==> src/rtl/cpu_pkg.sv <==
// Shared constants and types for the register-file writeback path.
package cpu_pkg;

  localparam int unsigned NUM_REGS = 16;
  localparam int unsigned SEL_W    = 4;
  localparam int unsigned DATA_W   = 32;

  // Identifies the last requester that won the write port.
  typedef enum logic {
    WB_ALU = 1'b0,
    WB_MEM = 1'b1
  } wb_src_e;

  // One writeback payload: destination register and value.
  typedef struct packed {
    logic [SEL_W-1:0]  sel;
    logic [DATA_W-1:0] data;
  } wb_req_t;

endpackage

==> src/rtl/regfile_wb_arbiter_if.sv <==
// Bundle of writeback requests, issue/query scoreboard signals and the
// register-file write port.
interface regfile_wb_arbiter_if;
  import cpu_pkg::*;

  logic                alu_valid;
  logic [SEL_W-1:0]    alu_sel;
  logic [DATA_W-1:0]   alu_data;
  logic                alu_ready;

  logic                mem_valid;
  logic [SEL_W-1:0]    mem_sel;
  logic [DATA_W-1:0]   mem_data;
  logic                mem_ready;

  logic                issue_valid;
  logic [SEL_W-1:0]    issue_sel;
  logic                flush;

  logic [SEL_W-1:0]    query_sel1;
  logic [SEL_W-1:0]    query_sel2;
  logic                query_busy1;
  logic                query_busy2;
  logic [NUM_REGS-1:0] busy_mask;

  logic [SEL_W-1:0]    rf_write_sel;
  logic [DATA_W-1:0]   rf_write_data;
  logic                rf_write_enable;
  logic                wb_unexpected;

  // Pipeline side driving requests and queries.
  modport master (
    output alu_valid, alu_sel, alu_data,
    output mem_valid, mem_sel, mem_data,
    output issue_valid, issue_sel, flush,
    output query_sel1, query_sel2,
    input  alu_ready, mem_ready,
    input  query_busy1, query_busy2, busy_mask,
    input  rf_write_sel, rf_write_data, rf_write_enable, wb_unexpected
  );

  // Arbiter side.
  modport slave (
    input  alu_valid, alu_sel, alu_data,
    input  mem_valid, mem_sel, mem_data,
    input  issue_valid, issue_sel, flush,
    input  query_sel1, query_sel2,
    output alu_ready, mem_ready,
    output query_busy1, query_busy2, busy_mask,
    output rf_write_sel, rf_write_data, rf_write_enable, wb_unexpected
  );

endinterface

==> src/rtl/regfile_wb_arbiter_scoreboard.sv <==
// Per-register busy scoreboard: set on issue, cleared on committed
// writeback, bulk-cleared on flush; flags writebacks to idle registers.
module reg_scoreboard
  import cpu_pkg::*;
(
  input  logic                clk,
  input  logic                reset,
  input  logic                wr_en,
  input  logic [SEL_W-1:0]    wr_sel,
  input  logic                issue_valid,
  input  logic [SEL_W-1:0]    issue_sel,
  input  logic                flush,
  input  logic [SEL_W-1:0]    query_sel1,
  input  logic [SEL_W-1:0]    query_sel2,
  output logic                query_busy1,
  output logic                query_busy2,
  output logic [NUM_REGS-1:0] busy_mask,
  output logic                wb_unexpected
);

  logic [NUM_REGS-1:0] busy_d;

  // Next busy state: clear on commit, then set on issue so a newer producer wins.
  always_comb begin
    busy_d = busy_mask;
    if (flush) begin
      busy_d = '0;
    end else begin
      if (wr_en) busy_d[wr_sel] = 1'b0;
      if (issue_valid) busy_d[issue_sel] = 1'b1;
    end
  end

  // Scoreboard state and sticky unexpected-writeback flag.
  always_ff @(posedge clk or posedge reset) begin
    if (reset) begin
      busy_mask     <= '0;
      wb_unexpected <= 1'b0;
    end else begin
      busy_mask <= busy_d;
      if (wr_en && !busy_mask[wr_sel]) wb_unexpected <= 1'b1;
    end
  end

  assign query_busy1 = busy_mask[query_sel1];
  assign query_busy2 = busy_mask[query_sel2];

endmodule

==> src/rtl/regfile_wb_arbiter.sv <==
// Round-robin arbitration of ALU and load writebacks onto the single
// register-file write port, plus the RAW-hazard busy scoreboard.
module regfile_wb_arbiter
  import cpu_pkg::*;
(
  input  logic clk,
  input  logic reset,
  regfile_wb_arbiter_if.slave bus
);

  wb_src_e rr_last;
  logic    grant_alu;
  logic    grant_mem;
  wb_req_t wr_q;
  logic    wr_en_q;

  // Grant: a lone requester wins; on conflict the one not granted last wins.
  always_comb begin
    grant_alu = 1'b0;
    grant_mem = 1'b0;
    if (bus.alu_valid && bus.mem_valid) begin
      if (rr_last == WB_MEM) grant_alu = 1'b1;
      else                   grant_mem = 1'b1;
    end else if (bus.alu_valid) begin
      grant_alu = 1'b1;
    end else if (bus.mem_valid) begin
      grant_mem = 1'b1;
    end
  end

  assign bus.alu_ready = grant_alu;
  assign bus.mem_ready = grant_mem;

  // Write-port register and round-robin pointer; sel/data hold when idle.
  always_ff @(posedge clk or posedge reset) begin
    if (reset) begin
      rr_last <= WB_MEM;
      wr_q    <= '0;
      wr_en_q <= 1'b0;
    end else if (grant_alu) begin
      rr_last   <= WB_ALU;
      wr_q.sel  <= bus.alu_sel;
      wr_q.data <= bus.alu_data;
      wr_en_q   <= 1'b1;
    end else if (grant_mem) begin
      rr_last   <= WB_MEM;
      wr_q.sel  <= bus.mem_sel;
      wr_q.data <= bus.mem_data;
      wr_en_q   <= 1'b1;
    end else begin
      wr_en_q <= 1'b0;
    end
  end

  assign bus.rf_write_sel    = wr_q.sel;
  assign bus.rf_write_data   = wr_q.data;
  assign bus.rf_write_enable = wr_en_q;

  reg_scoreboard u_scoreboard (
    .clk           (clk),
    .reset         (reset),
    .wr_en         (wr_en_q),
    .wr_sel        (wr_q.sel),
    .issue_valid   (bus.issue_valid),
    .issue_sel     (bus.issue_sel),
    .flush         (bus.flush),
    .query_sel1    (bus.query_sel1),
    .query_sel2    (bus.query_sel2),
    .query_busy1   (bus.query_busy1),
    .query_busy2   (bus.query_busy2),
    .busy_mask     (bus.busy_mask),
    .wb_unexpected (bus.wb_unexpected)
  );

endmodule

==> src/flat_wrapper.sv <==
// flat-port wrapper written by rule: the top's interface ports become plain ports
module regfile_wb_arbiter_flat import cpu_pkg::*;
  (clk, reset, bus_alu_valid, bus_alu_sel, bus_alu_data, bus_mem_valid, bus_mem_sel, bus_mem_data, bus_issue_valid, bus_issue_sel, bus_flush, bus_query_sel1, bus_query_sel2, bus_alu_ready, bus_mem_ready, bus_query_busy1, bus_query_busy2, bus_busy_mask, bus_rf_write_sel, bus_rf_write_data, bus_rf_write_enable, bus_wb_unexpected);
  regfile_wb_arbiter_if bus_i ();
  input  logic clk;
  input  logic reset;
  input wire logic [$bits(bus_i.alu_valid)-1:0] bus_alu_valid;
  input wire logic [$bits(bus_i.alu_sel)-1:0] bus_alu_sel;
  input wire logic [$bits(bus_i.alu_data)-1:0] bus_alu_data;
  input wire logic [$bits(bus_i.mem_valid)-1:0] bus_mem_valid;
  input wire logic [$bits(bus_i.mem_sel)-1:0] bus_mem_sel;
  input wire logic [$bits(bus_i.mem_data)-1:0] bus_mem_data;
  input wire logic [$bits(bus_i.issue_valid)-1:0] bus_issue_valid;
  input wire logic [$bits(bus_i.issue_sel)-1:0] bus_issue_sel;
  input wire logic [$bits(bus_i.flush)-1:0] bus_flush;
  input wire logic [$bits(bus_i.query_sel1)-1:0] bus_query_sel1;
  input wire logic [$bits(bus_i.query_sel2)-1:0] bus_query_sel2;
  output wire logic [$bits(bus_i.alu_ready)-1:0] bus_alu_ready;
  output wire logic [$bits(bus_i.mem_ready)-1:0] bus_mem_ready;
  output wire logic [$bits(bus_i.query_busy1)-1:0] bus_query_busy1;
  output wire logic [$bits(bus_i.query_busy2)-1:0] bus_query_busy2;
  output wire logic [$bits(bus_i.busy_mask)-1:0] bus_busy_mask;
  output wire logic [$bits(bus_i.rf_write_sel)-1:0] bus_rf_write_sel;
  output wire logic [$bits(bus_i.rf_write_data)-1:0] bus_rf_write_data;
  output wire logic [$bits(bus_i.rf_write_enable)-1:0] bus_rf_write_enable;
  output wire logic [$bits(bus_i.wb_unexpected)-1:0] bus_wb_unexpected;
  assign bus_i.alu_valid = bus_alu_valid;
  assign bus_i.alu_sel = bus_alu_sel;
  assign bus_i.alu_data = bus_alu_data;
  assign bus_i.mem_valid = bus_mem_valid;
  assign bus_i.mem_sel = bus_mem_sel;
  assign bus_i.mem_data = bus_mem_data;
  assign bus_i.issue_valid = bus_issue_valid;
  assign bus_i.issue_sel = bus_issue_sel;
  assign bus_i.flush = bus_flush;
  assign bus_i.query_sel1 = bus_query_sel1;
  assign bus_i.query_sel2 = bus_query_sel2;
  assign bus_alu_ready = bus_i.alu_ready;
  assign bus_mem_ready = bus_i.mem_ready;
  assign bus_query_busy1 = bus_i.query_busy1;
  assign bus_query_busy2 = bus_i.query_busy2;
  assign bus_busy_mask = bus_i.busy_mask;
  assign bus_rf_write_sel = bus_i.rf_write_sel;
  assign bus_rf_write_data = bus_i.rf_write_data;
  assign bus_rf_write_enable = bus_i.rf_write_enable;
  assign bus_wb_unexpected = bus_i.wb_unexpected;
  regfile_wb_arbiter u_core (.clk(clk), .reset(reset), .bus(bus_i));
endmodule
==> config.mk <==
export PLATFORM = sky130hd
export DESIGN_NAME = regfile_wb_arbiter_flat
export DESIGN_NICKNAME = d
export VERILOG_FILES = /design/src/rtl/cpu_pkg.sv /design/src/rtl/regfile_wb_arbiter_if.sv /design/src/rtl/regfile_wb_arbiter_scoreboard.sv /design/src/rtl/regfile_wb_arbiter.sv /design/src/flat_wrapper.sv
export SDC_FILE = /design/constraint.sdc
export NUM_CORES = 1
export LEC_CHECK = 0
export BUFFER_PORTS_ARGS = -buffer_cell sky130_fd_sc_hd__clkbuf_2
export CAP_MARGIN = 20
export CELL_PAD_IN_SITES_DETAIL_PLACEMENT = 2
export CELL_PAD_IN_SITES_GLOBAL_PLACEMENT = 2
export CORE_AREA = 5 5 86 148
export DETAILED_ROUTE_END_ITERATION = 10
export DIE_AREA = 0 0 91 153
export GPL_ROUTABILITY_DRIVEN = 0
export GPL_TIMING_DRIVEN = 0
export PLACE_DENSITY_LB_ADDON = 0.1
export SKIP_CTS_REPAIR_TIMING = 1
export SLEW_MARGIN = 15
export SYNTH_ARGS = -nofsm -noshare
export SYNTH_HDL_FRONTEND = slang
export SYNTH_SLANG_ARGS = --single-unit
==> constraint.sdc <==
create_clock -name clk -period 1.7 [get_ports clk]
set_clock_uncertainty 0.05 [all_clocks]
set_input_delay 0 -clock clk [delete_from_list [all_inputs] [get_ports clk]]
set_output_delay 0 -clock clk [all_outputs]
set_load 0.01 [all_outputs]
* Yosys cells after proc, flatten, opt, wreduce, memory -nomap -nowiden
Index checks and enable logic that the tools add are counted.
** Cells by class
- Reductions and logical operators :: 6
- Bitwise logic cells :: 3
- $add $sub $neg :: 0
- Eq/ne operators :: 0
- Div/mod/pow operators :: 0
- Multipliers :: 0
- $lt $le $gt $ge :: 6
- Shift-type cells :: 0
- Muxes and demuxes :: 27
** Operators by type and width (count)
- $mux 36 :: 2
- $mux 16 :: 4
- $lt 4x5->1 const B :: 4
- $and 16x16->16 :: 1
- $mux 1 :: 16
- $not 16->16 :: 1
- $or 16x16->16 :: 1
- $bmux 1 s4 :: 3
- $demux 1 s4 :: 2
- $ge 4x1->1 const B :: 2
- $logic_and 1x1->1 :: 4
- $reduce_bool 2->1 :: 1
- $logic_not 1->1 :: 1
** Storage, ports and cells
- Latch bits :: 0
- ROM bits :: 0
- Memories :: 0
- Logic and storage cells :: 48
- Output and inout port bits :: 58
- Bits in registers :: 55
- Input port bits :: 90
- Bits in writable memories :: 0

* Logic depth before layout (Yosys ltp)
Gate-level depths: netlist of run 1.
- Word-level depth :: 11
- Gate-level depth with buffers :: 6
- Depth with buffers taken out :: 4

* Hierarchy
From an unflattened synthesis of run 1, not the netlist that was laid out.
** Second synthesis, totals
- Cells, all modules :: 316
- Area, all modules :: 3173.0 µm²
** By module, submodules not included
- regfile_wb_arbiter :: area each 1995.7 µm², cells an instance 209, instances 1, sequential area each 952.2 µm²
- reg_scoreboard :: area each 1177.4 µm², cells an instance 107, instances 1, sequential area each 425.4 µm²

* Least setup slack after synthesis of run 1
No wires, ideal clock.
- Path kind :: reg-to-reg
- Start :: reg u_core.wr_q, in the netlist u_core.bus.rf_write_sel[1]
- End :: reg u_core.u_scoreboard.busy_mask[8]
- Slack :: 195 ps
- Cell stages (with the launch flop) :: 5
- Arrival time :: 1319 ps
- Setup time :: 136 ps
- Required time :: 1514 ps
- Path buffers :: 1
- Clock period less this slack :: 1505 ps
- Path through :: dfrtp_1 -> clkbuf_1 -> or3b_2 -> o21ai_0 -> a21oi_1
** Between the ends
- Word-level cells in the longest chain between the ends :: 11
- Elaborated cells on any way between the ends :: 12
- Classes of those cells :: order compare: 2; mux: 6; bitwise: 3; reduce/logical: 1
** RTL lines
- start: declaration :: line regfile_wb_arbiter.sv:14 : wb_req_t wr_q;
- $lt 4x5->1 (implied by the code) / $ge 4x1->1 (equally long branches) :: line regfile_wb_arbiter_scoreboard.sv:29 : if (wr_en) busy_d[wr_sel] = 1'b0;
- $logic_and 1x1->1 (implied by the code) :: line regfile_wb_arbiter_scoreboard.sv:29
- $mux 1 (implied by the code) :: line regfile_wb_arbiter_scoreboard.sv:29
- $demux 1 s4 (*) :: line regfile_wb_arbiter_scoreboard.sv:29
- $not 16->16 (no source line) (*)
- $and 16x16->16 (no source line) (*)
- $mux 16 (*) :: line regfile_wb_arbiter_scoreboard.sv:29
- $mux 16 (*) :: line regfile_wb_arbiter_scoreboard.sv:26 : if (flush) begin
- $or 16x16->16 (no source line)
- $mux 16 (*) :: line regfile_wb_arbiter_scoreboard.sv:30 : if (issue_valid) busy_d[issue_sel] = 1'b1;
- $mux 16 (*) :: line regfile_wb_arbiter_scoreboard.sv:26
- net u_core.u_scoreboard.busy_d[8] :: line regfile_wb_arbiter_scoreboard.sv:21 : logic [NUM_REGS-1:0] busy_d;
- end signal: assignment :: line regfile_wb_arbiter_scoreboard.sv:40 : busy_mask <= busy_d;
- end: declaration :: line regfile_wb_arbiter_scoreboard.sv:17 : output logic [NUM_REGS-1:0] busy_mask,
Mark *: on every way through the listed nets, which the timed path passes. The rest lies on a longest branch. The select of a mux whose other input is x is not followed.
A chain may end at the register's enable or synchronous reset.

* Worst setup path in the final report of run 1
- Start :: reg u_core.u_scoreboard.busy_mask[4]
- End :: out bus_query_busy2
** Between the ends
- Word-level cells in the longest chain between the ends :: 2
** RTL lines
- $bmux 1 s4 :: line regfile_wb_arbiter_scoreboard.sv:46 : assign query_busy2 = busy_mask[query_sel2];
- $mux 1 (implied by the code) :: line regfile_wb_arbiter_scoreboard.sv:46
- end: declaration :: line flat_wrapper.sv:21 : output wire logic [$bits(bus_i.query_busy2)-1:0] bus_query_busy2;
Every way passes these cells. The select of a mux whose other input is x is not followed.

==> results of run 1 <==
metrics by stage:
step,TNS (ps),hold slack (ps),instances
3_3_place_gp,-31040,192,559
3_5_place_dp,-88.5,140,559
4_1_cts,-1210,-181,567
2_1_floorplan,0,80.8,279
5_1_grt,-434,12.4,661
6_report,-353,-33.3,661
cell type report:
cell class	count	share of cell area (%)
Timing Repair Buffer	237	34.0
Sequential cell	55	29.4
Multi-Input combinational cell	204	27.7
Tap cell	135	3.58
Clock buffer	8	3.31
Buffer	15	1.40
Inverter	5	0.450
Antenna cell	2	0.106
routing by layer:
layer	GRT usage, %	share of wire, %	up-vias
met5	0	0	-
met3	4.13	4.8	18
met1	13.7	32	1594
met2	29.3	61	107
met4	6.92	2.7	0
li1	-	-	1491
power groups by stage:
stage,Combinational (mW),Sequential [mW],Clock [mW]
2_1_floorplan,0.324,1.58,0
3_3_place_gp,0.733,1.54,0
3_5_place_dp,0.752,1.55,0
4_1_cts,0.754,1.53,1.15
5_1_grt,1.01,1.55,1.18
6_report,0.917,1.53,1.10
worst max-delay path: stages, from the launching register on:
cell	delay (ps)
dfrtp_2	460
mux4_2	470
mux4_2	470
buf_6	140
worst max-delay path by stage:
stage	cells past startpoint	endpoint	slack (ps)	startpoint
3_3_place_gp	2	u_core.u_scoreboard.busy_mask[4]$_DFF_PP0_	-580	reset
4_1_cts	3	bus_query_busy1	-270	u_core.u_scoreboard.busy_mask[1]$_DFF_PP0_
3_5_place_dp	4	u_core.u_scoreboard.busy_mask[12]$_DFF_PP0_	-30	u_core.bus.rf_write_sel[1]$_DFFE_PP0P_
5_1_grt	3	bus_query_busy2	-220	u_core.u_scoreboard.busy_mask[11]$_DFF_PP0_
6_report	3	bus_query_busy2	-180	u_core.u_scoreboard.busy_mask[4]$_DFF_PP0_
2_1_floorplan	4	u_core.u_scoreboard.busy_mask[8]$_DFF_PP0_	190	u_core.bus.rf_write_sel[1]$_DFFE_PP0P_
logic make-up (layout without fill, tap and decap cells):
family	after synthesis	in the layout
mux	22	22
simple gates	110	110
compound gates	72	72
flops	55	55
other cells	0	2
buf+inv	20	265
registers in the layout, indices dropped and copies added, names as in the netlist:
name and count:
u_core.bus.rf_write_data 32, u_core.u_scoreboard.wb_unexpected 1, u_core.bus.rf_write_sel 4, u_core.bus.rf_write_enable 1, u_core.rr_last 1, u_core.u_scoreboard.busy_mask 16
cell usage in the layout, fill, tap and decap left out, types with 2 or more instances in the layout:
cell | netlist | routed
clkbuf_2 | 0 | 144
dlygate4sd3_1 | 0 | 74
nor2_1 | 64 | 64
dfrtp_1 | 54 | 44
o22ai_1 | 30 | 30
nand2_1 | 22 | 21
buf_4 | 0 | 19
o21ai_0 | 16 | 16
a21oi_1 | 16 | 16
mux4_2 | 4 | 12
mux2i_1 | 10 | 10
dfrtp_2 | 0 | 10
clkbuf_1 | 9 | 9
o221a_2 | 6 | 6
buf_2 | 5 | 5
nand3_1 | 5 | 5
clkbuf_16 | 0 | 5
inv_1 | 5 | 4
nand3b_1 | 3 | 3
nor2b_1 | 3 | 3
nand2b_1 | 3 | 3
diode_2 | 0 | 2
or2_2 | 2 | 2
nand2_4 | 0 | 2
nor3b_1 | 2 | 2
clkbuf_8 | 0 | 2
==> impl_metrics.csv, run 1 <==
group,metric,value,unit
worst_setup_path,crit_required,1650,ps
sta,slew_violations,0,
yosys,synth_flop_cell,"dfrtp_1",
power,p_sw,1.04,mW
die,num_rows,52,
route,drt_wl_total,13.0,mm
sta,setup_ws,-179,ps
yosys,synth_top_area_share,48.6,%
clock_tree,clk_pin_slew,70,ps
yosys,synth-seq-cells,55,
worst_setup_path,reg2reg_depth,4,
min_path,min-delay-start,"bus_alu_data[25]",
clock_tree,clock_path_buffers,2,
power,p_clk_share,31.0,%
status,violations,"negative hold slack, negative setup slack",
yosys,synth_compound_area_share,16.1,%
worst_setup_path,r2r-start,"u_core.bus.rf_write_sel[0]$_DFFE_PP0P_",
sta,slew_headroom,51.9,%
worst_setup_path,r2r_slack,100,ps
sta,finalSetupViolCount,2,
die,die_y,153,um
die,die-area,0.0139,mm^2
cells_and_area,multi_input_area,0.00131,mm^2
clock_tree,clock_latency,290,ps
clock_tree,cts_tree,"done",
route,drcViolationCount,0,
min_path,hp-class,"in2reg",
cells_and_area,flow.area_growth_from_synthesis,69.8,%
yosys,synth-simple-area-share,17.1,%
yosys,synth_top_area_cell,"dfrtp_1",
cells_and_area,nets,613,
die,pin_count,148,
sta,max_freq,532,MHz
yosys,synthMuxAreaShare,14.4,%
yosys,synth_fa_ha_area_share,0,%
power,p_seq_share,43.1,%
yosys,synth_top_family_by_area,"simple AND/OR/NAND/NOR gates",
yosys,syn_inst,279,
sta,holdWs,-33.3,ps
worst_setup_path,crit_fanout,5,
yosys,synth_edf_count,0,
yosys,yosysUniqueCellTypes,31,
route,routedWlPerCell,19.7,um
cells_and_area,drive_above_1_share,40.3,%
power,swShare,29.4,%
yosys,yosysSeqAreaShare,49.5,%
route,drt_iter0_markers,62,
yosys,synth_xor_area_share,0,%
route,ant_nets,0,
route,via_count,3210,
grt,grt_antenna_before_repair,2,
clock_tree,htree_levels,2,
place,port_buffers,145,
worst_setup_path,start_kind,"flop",
worst_setup_path,worstPathArrival,1830,ps
yosys,syn_avg_cell_area,9.97,um^2
min_path,whs_path_depth,3,
place,pre_cts_slack,-29.0,ps
yosys,ys_top_cells_by_count,"nor2_1 (64), dfrtp_1 (54), o22ai_1 (30)",
cells_and_area,final_util,41.5,%
sta,rsz0062_at_grt,"yes",
worst_setup_path,cp-end-kind,"output pin",
worst_setup_path,crit_type,"reg2out",
worst_setup_path,timing.rr.end,"u_core.u_scoreboard.wb_unexpected$_DFFE_PP0P_",
status,status,"finished, violations left",
die,die_w,91,um
clock_tree,numCtsBuffers,5,
grt,grt_max_degree,56,
clock_tree,cts_root_buf,"clkbuf_16",
power,p_total,3.54,mW
min_path,hold_end,"u_core.bus.rf_write_data[25]$_DFFE_PP0P_",
grt,grt.total_usage,14.9,%
sta,period_needed,1880,ps
yosys,synth.most_common_cell,"nor2_1",
power,p_comb_share,25.9,%
power,p_leak,2.23,nW
power,p_per_area,750,mW/mm^2
yosys,ys_async_sr_fraction,100,%
cells_and_area,fillers,1281,
grt,grt_overflow,0,
route,dr.pass1.iters,4,
sta,hold_viol,2,
yosys,synth_area,0.00278,mm^2
place,hpwl,8.81,mm
cells_and_area,ff_latch_area,0.00139,mm^2
grt,grt_pass1_wl,16.5,mm
yosys,synthTopCellsByArea,"dfrtp_1 (49%), nor2_1 (8.6%), mux4_1 (7.6%), o22ai_1 (6.7%), mux2i_1 (3.6%)",
yosys,ys.warnings.count,0,
sta,post-route-period-util,111,%
clock_tree,clkSinkCount,55,
sta,tightest_slew,722,ps
cells_and_area,fin_area,0.00472,mm^2
power,intPower,2.50,mW
route,viasPerCell,4.86,
job,drv_cap,0,
die,initial_core_util,24.4,%
die,coreArea,0.0114,mm^2
yosys,syn_nets,369,
place,placed_cell_area,0.00368,mm^2
grt,grt_pass1_vias,3214,
power,max-vdd-ir-drop,0.421,mV
No activity file was read; power rests on OpenSTA's default activity.
==> inputs of run 2 (changes only) <==
--- a/config.mk
+++ b/config.mk
@@ -9,9 +9,9 @@
 export CAP_MARGIN = 20
 export CELL_PAD_IN_SITES_DETAIL_PLACEMENT = 2
 export CELL_PAD_IN_SITES_GLOBAL_PLACEMENT = 2
-export CORE_AREA = 5 5 86 148
+export CORE_AREA = 3 3 84 146
 export DETAILED_ROUTE_END_ITERATION = 10
-export DIE_AREA = 0 0 91 153
+export DIE_AREA = 0 0 87 149
 export GPL_ROUTABILITY_DRIVEN = 0
 export GPL_TIMING_DRIVEN = 0
 export PLACE_DENSITY_LB_ADDON = 0.1
==> run 2 against run 1 <==
Critical endpoint unchanged; the run still ends with negative hold slack, negative setup slack left; sequential share of layout area rose by 0.35 points; wire length fell by 3.9%; utilization rose by 0.35 points; clock power barely moved; count of clock-buffer cells in the layout did not move; fmax fell by 1.5%; sequential cell count did not move; critical path depth did not move; setup slack got worse by 28 ps; register-to-register slack barely moved; sequential power barely moved; cell count fell by 2.0%.
==> impl_metrics.csv, run 2 (same netlist as run 1, synthesis figures left out) <==
group,metric,value,unit
status,status,"finished, violations left",
status,violations,"negative hold slack, negative setup slack",
power,max-vdd-ir-drop,0.423,mV
die,die_w,87,um
sta,period_needed,1910,ps
power,p_per_area,757,mW/mm^2
grt,grt_max_degree,56,
route,dr.pass1.iters,4,
grt,grt_antenna_before_repair,0,
sta,tightest_slew,732,ps
clock_tree,cts_root_buf,"clkbuf_16",
cells_and_area,final_common_cell,"clkbuf_2",
cells_and_area,fin_area,0.00467,mm^2
worst_setup_path,r2r-start,"u_core.rr_last$_DFFE_PP1P_",
sta,setup_ws,-207,ps
clock_tree,clk_pin_slew,70,ps
route,ant_nets,0,
grt,grt_pass1_wl,16.5,mm
cells_and_area,mostFrequentLayoutCells,"clkbuf_2 (144), dlygate4sd3_1 (75), nor2_1 (64), dfrtp_1 (43), o22ai_1 (30)",
cells_and_area,largest_register_ffs,32,
route,routedWlPerCell,19.3,um
clock_tree,numCtsBuffers,5,
worst_setup_path,setup.worst_path.start,"u_core.u_scoreboard.busy_mask[5]$_DFF_PP0_",
cells_and_area,flow.area_growth_from_synthesis,67.9,%
worst_setup_path,cp-end-kind,"output pin",
die,pin_count,148,
route,via_count,3120,
power,p_leak,2.20,nW
clock_tree,cts_tree,"done",
sta,hold_viol,1,
place,dp_cells,556,
cells_and_area,instances_no_fill,648,
cells_and_area,drive_above_1_share,39.0,%
place,hpwl,8.54,mm
job,drv_cap,0,
sta,max_freq,524,MHz
sta,holdWs,-4.75,ps
sta,slew_violations,0,
sta,finalSetupViolCount,2,
clock_tree,htree_levels,2,
die,die-area,0.0130,mm^2
route,drt_wl_total,12.5,mm
grt,grt_pass1_vias,3111,
sta,rsz0062_at_grt,"yes",
worst_setup_path,start_kind,"flop",
clock_tree,clock_latency,290,ps
clock_tree,clkSinkCount,55,
worst_setup_path,crit_fanout,5,
die,coreArea,0.0112,mm^2
sta,setup_tns,-409,ps
route,drcViolationCount,0,
route,drt_iter0_markers,18,
sta,post-route-period-util,112,%
place,port_buffers,145,
cells_and_area,antennaDiodeCount,0,
worst_setup_path,crit_type,"reg2out",
sta,slew_headroom,51.2,%
min_path,hp-class,"in2reg",
route,viasPerCell,4.81,
clock_tree,clock_path_buffers,2,
worst_setup_path,worstPathArrival,1860,ps
grt,grt_overflow,0,
die,num_rows,51,
place,placed_cell_area,0.00368,mm^2
worst_setup_path,crit_required,1650,ps
die,die_y,149,um
min_path,min-delay-start,"bus_issue_sel[0]",
die,initial_core_util,24.9,%
grt,grt.total_usage,16.5,%
cells_and_area,nets,605,
run 2: cell types whose count changed in the layout (fill, tap and decap cells not counted):
cell           change
buf_2              -1
buf_4              -9
buf_6              +1
dfrtp_1            -1
dfrtp_2            +1
diode_2            -2
dlygate4sd3_1      +1
mux4_1             +2
mux4_2             -2
run 2: layout make-up:
cell class | instances | area [um^2]
repair buffers | 229 | 1560
inverters | 5 | 21.3
flip-flops and latches | 55 | 1390
clock buffers | 8 | 156
well taps | 132 | 165
multi-input cells | 204 | 1320
plain buffers | 15 | 66.3
fillers | 1260 | 6490
run 2: worst paths after layout:
check / to / slack (ps) / cells past startpoint
min in group asynchronous: u_core.bus.rf_write_data[7]$_DFFE_PP0P_ / 310 / 3
setup / recovery: bus_query_busy2 / -210 / 3
hold reg to reg: u_core.u_scoreboard.wb_unexpected$_DFFE_PP0P_ / 430 / 1
hold / removal: u_core.u_scoreboard.busy_mask[15]$_DFF_PP0_ / -5 / 3
max in group asynchronous: u_core.u_scoreboard.busy_mask[15]$_DFF_PP0_ / 740 / 3
setup reg to reg: u_core.bus.rf_write_data[30]$_DFFE_PP0P_ / 90 / 4
run 2: critical path, cell delays in order, from the launching register on:
cell	delay, ps
dfrtp_2	460
mux4_1	500
mux4_2	470
buf_6	140
run 2: layer usage:
metal	part of all wire, %	up-vias	global-route usage (%)
met4	2.1	0	5.85
met5	0	-	0
met3	5.0	19	3.59
li1	-	1475	-
met2	61	105	33.4
met1	32	1521	15.3
run 2: through the flow:
| step | power, mW | util [%] | setup WS, ps |
|---|---|---|---|
| after floorplan | 1.91 | - | 195 |
| after global placement | 2.27 | 32.9 | -596 |
| after detailed placement | 2.30 | 32.9 | -32.9 |
| after CTS | 3.44 | 34.3 | -258 |
| after global routing | 3.76 | 41.8 | -252 |
| final | 3.54 | 41.8 | -207 |
run 2: power by group:
| group | internal, mW | leakage (nW) | switching [mW] | total (mW) |
|---|---|---|---|---|
| sequential | 1.43 | 0.637 | 0.0957 | 1.53 |
| clock | 0.629 | 0.0772 | 0.472 | 1.10 |
| combinational | 0.439 | 1.49 | 0.472 | 0.911 |
==> inputs of run 3 (changes only) <==
--- a/config.mk
+++ b/config.mk
@@ -5,6 +5,7 @@
 export SDC_FILE = /design/constraint.sdc
 export NUM_CORES = 1
 export LEC_CHECK = 0
+export ABC_AREA = 0
 export BUFFER_PORTS_ARGS = -buffer_cell sky130_fd_sc_hd__clkbuf_2
 export CAP_MARGIN = 20
 export CELL_PAD_IN_SITES_DETAIL_PLACEMENT = 2
@@ -15,6 +16,7 @@
 export GPL_ROUTABILITY_DRIVEN = 0
 export GPL_TIMING_DRIVEN = 0
 export PLACE_DENSITY_LB_ADDON = 0.1
+export SETUP_SLACK_MARGIN = 0.3
 export SKIP_CTS_REPAIR_TIMING = 1
 export SLEW_MARGIN = 15
 export SYNTH_ARGS = -nofsm -noshare
==> run 3 against run 2 <==
The run still ends with negative hold slack, negative setup slack left; setup slack better by 41 ps; count of clock-buffer cells in the layout down 1; first-iteration DRC count rose to 6.3 times the previous value; critical path type unchanged; largest power group unchanged.
==> impl_metrics.csv, run 3 (same netlist as run 1, synthesis figures left out) <==
group,metric,value,unit
route,viasPerCell,4.91,
route,drt_wl_total,13.0,mm
worst_setup_path,r2r_slack,150,ps
cells_and_area,final_common_cell,"clkbuf_2",
grt,grt_antenna_before_repair,0,
route,ant_nets,0,
worst_setup_path,setup.worst_path.start,"u_core.u_scoreboard.busy_mask[10]$_DFF_PP0_",
route,routedWlPerCell,19.8,um
clock_tree,clkSinkCount,55,
route,via_count,3229,
worst_setup_path,timing.rr.end,"u_core.u_scoreboard.wb_unexpected$_DFFE_PP0P_",
sta,rsz0062_at_grt,"yes",
place,placed_cell_area,0.00369,mm^2
power,p_per_area,730,mW/mm^2
clock_tree,cts_tree,"done",
grt,grt_max_degree,56,
cells_and_area,fin_area,0.00497,mm^2
die,pin_count,148,
clock_tree,cts_root_buf,"clkbuf_16",
job,drv_cap,0,
die,die_w,87,um
sta,max_freq,536,MHz
route,dr.pass1.iters,4,
cells_and_area,largest_register_ffs,32,
grt,grt_pass1_vias,3205,
grt,grt.total_usage,16.2,%
die,coreArea,0.0112,mm^2
power,p_comb_share,29.8,%
clock_tree,htree_levels,2,
sta,setup_ws,-166,ps
sta,holdWs,-50.1,ps
min_path,whs_path_depth,3,
worst_setup_path,start_kind,"flop",
worst_setup_path,cp-end-kind,"output pin",
cells_and_area,antennaDiodeCount,0,
worst_setup_path,crit_type,"reg2out",
sta,hold_viol,3,
die,initial_core_util,24.9,%
min_path,hold_end,"u_core.bus.rf_write_data[10]$_DFFE_PP0P_",
power,max-vdd-ir-drop,0.395,mV
route,drcViolationCount,0,
status,violations,"negative hold slack, negative setup slack",
worst_setup_path,crit_required,1650,ps
sta,tightest_slew,738,ps
die,num_rows,51,
clock_tree,clk_pin_slew,70,ps
power,p_leak,2.30,nW
cells_and_area,drive_above_1_share,45.5,%
power,p_sw,1.10,mW
worst_setup_path,crit_chain,"mux4_2 > mux4_2 > clkbuf_2",
worst_setup_path,worstPathArrival,1820,ps
grt,grt_pass1_wl,16.3,mm
clock_tree,clock_path_buffers,2,
power,intPower,2.53,mW
power,p_total,3.63,mW
worst_setup_path,cpPeakStageDelay,490,ps
min_path,min-delay-start,"bus_alu_data[10]",
worst_setup_path,crit_family,"multiplexers",
clock_tree,clock_latency,290,ps
die,die_y,149,um
sta,slew_headroom,50.8,%
place,port_buffers,145,
min_path,hp-class,"in2reg",
worst_setup_path,r2r-start,"u_core.u_scoreboard.busy_mask[12]$_DFF_PP0_",
place,hpwl,8.48,mm
worst_setup_path,crit_fanout,5,
grt,grt_overflow,0,
worst_setup_path,crit_buf_inv,1,
power,p_seq_share,42.2,%
cells_and_area,mostFrequentLayoutCells,"clkbuf_2 (143), dlygate4sd3_1 (71), nor2_1 (64), dfrtp_1 (42), o22ai_1 (22)",
route,drt_iter0_markers,114,
sta,finalSetupViolCount,2,
power,swShare,30.3,%
worst_setup_path,crit_top_cell,"mux4_2",
worst_setup_path,reg2reg_depth,5,
power,p_clk_share,28.0,%
sta,post-route-period-util,110,%
sta,period_needed,1870,ps
worst_setup_path,cpMaxStageDelayCell,"mux4_2",
status,status,"finished, violations left",
clock_tree,numCtsBuffers,5,
sta,slew_violations,0,
cells_and_area,nets,614,
die,die-area,0.0130,mm^2
cells_and_area,flow.area_growth_from_synthesis,78.8,%
==> run 3: cell count changes in the layout (fill, tap and decap cells not counted), moves of 3 or more <==
cell           previous run  this run
o22ai_4                   0         3
buf_12                    0         3
o21ai_2                   0         4
buf_6                     2        10
o21ai_1                   1         8
dlygate4sd3_1            75        71
o21ai_0                  16         4
o22ai_1                  30        22
buf_2                     4         1
buf_4                    10        15
o22ai_2                   0         5
==> run 3: power groups by stage <==
stage / Clock [mW] / Combinational, mW / Sequential (mW)
final: 1.02 / 1.08 / 1.53
after CTS: 1.06 / 0.763 / 1.53
after floorplan: 0 / 0.336 / 1.59
after global placement: 0 / 0.741 / 1.54
after global routing: 1.10 / 1.18 / 1.55
after detailed placement: 0 / 0.762 / 1.55
==> run 3: layer usage <==
metal,global-route usage [%],up-vias,wire length [um]
met5,0,-,0
met1,15.0,1602,4090
met4,6.71,0,337
li1,-,1498,-
met3,3.65,20,572
met2,32.3,109,7980
==> run 3: final cells by class <==
cell class	count	area [um^2]
well taps	132	165
plain buffers	15	136
fillers	1206	6190
clock inverters	1	5.00
clock buffers	7	133
flip-flops and latches	55	1390
inverters	5	28.8
multi-input cells	204	1440
repair buffers	238	1670
==> run 3: worst register-to-register path, stage by stage, from the launching register on <==
cell and delay (ps):
dfrtp_2 440, buf_6 130, mux4_2 470, a2bb2oi_2 150, nand3_1 90, a41o_1 160
==> run 3: through the flow <==
step / TNS (ps) / setup slack (ps) / utilization (%) / hold slack, ps / instances
floorplan: 0 / 248 / - / 80.8 / 279
global placement: -31740 / -592 / 33.0 / 191 / 556
detailed placement: 0 / 9.97 / 33.0 / 133 / 556
CTS: -788 / -257 / 34.3 / -192 / 564
global route: -432 / -222 / 44.5 / -27.2 / 657
finish: -328 / -166 / 44.5 / -50.1 / 657
==> run 3: worst max path at each step <==
stage                                                       to  slack, ps  depth (start not counted)
finish                                         bus_query_busy1       -170                          3
detailed placement    u_core.bus.rf_write_data[24]$_DFFE_PP0P_         10                          5
floorplan                                      bus_query_busy1        250                          2
global placement    u_core.u_scoreboard.busy_mask[4]$_DFF_PP0_       -590                          2
global route                                   bus_query_busy1       -220                          3
CTS                                            bus_query_busy1       -260                          3
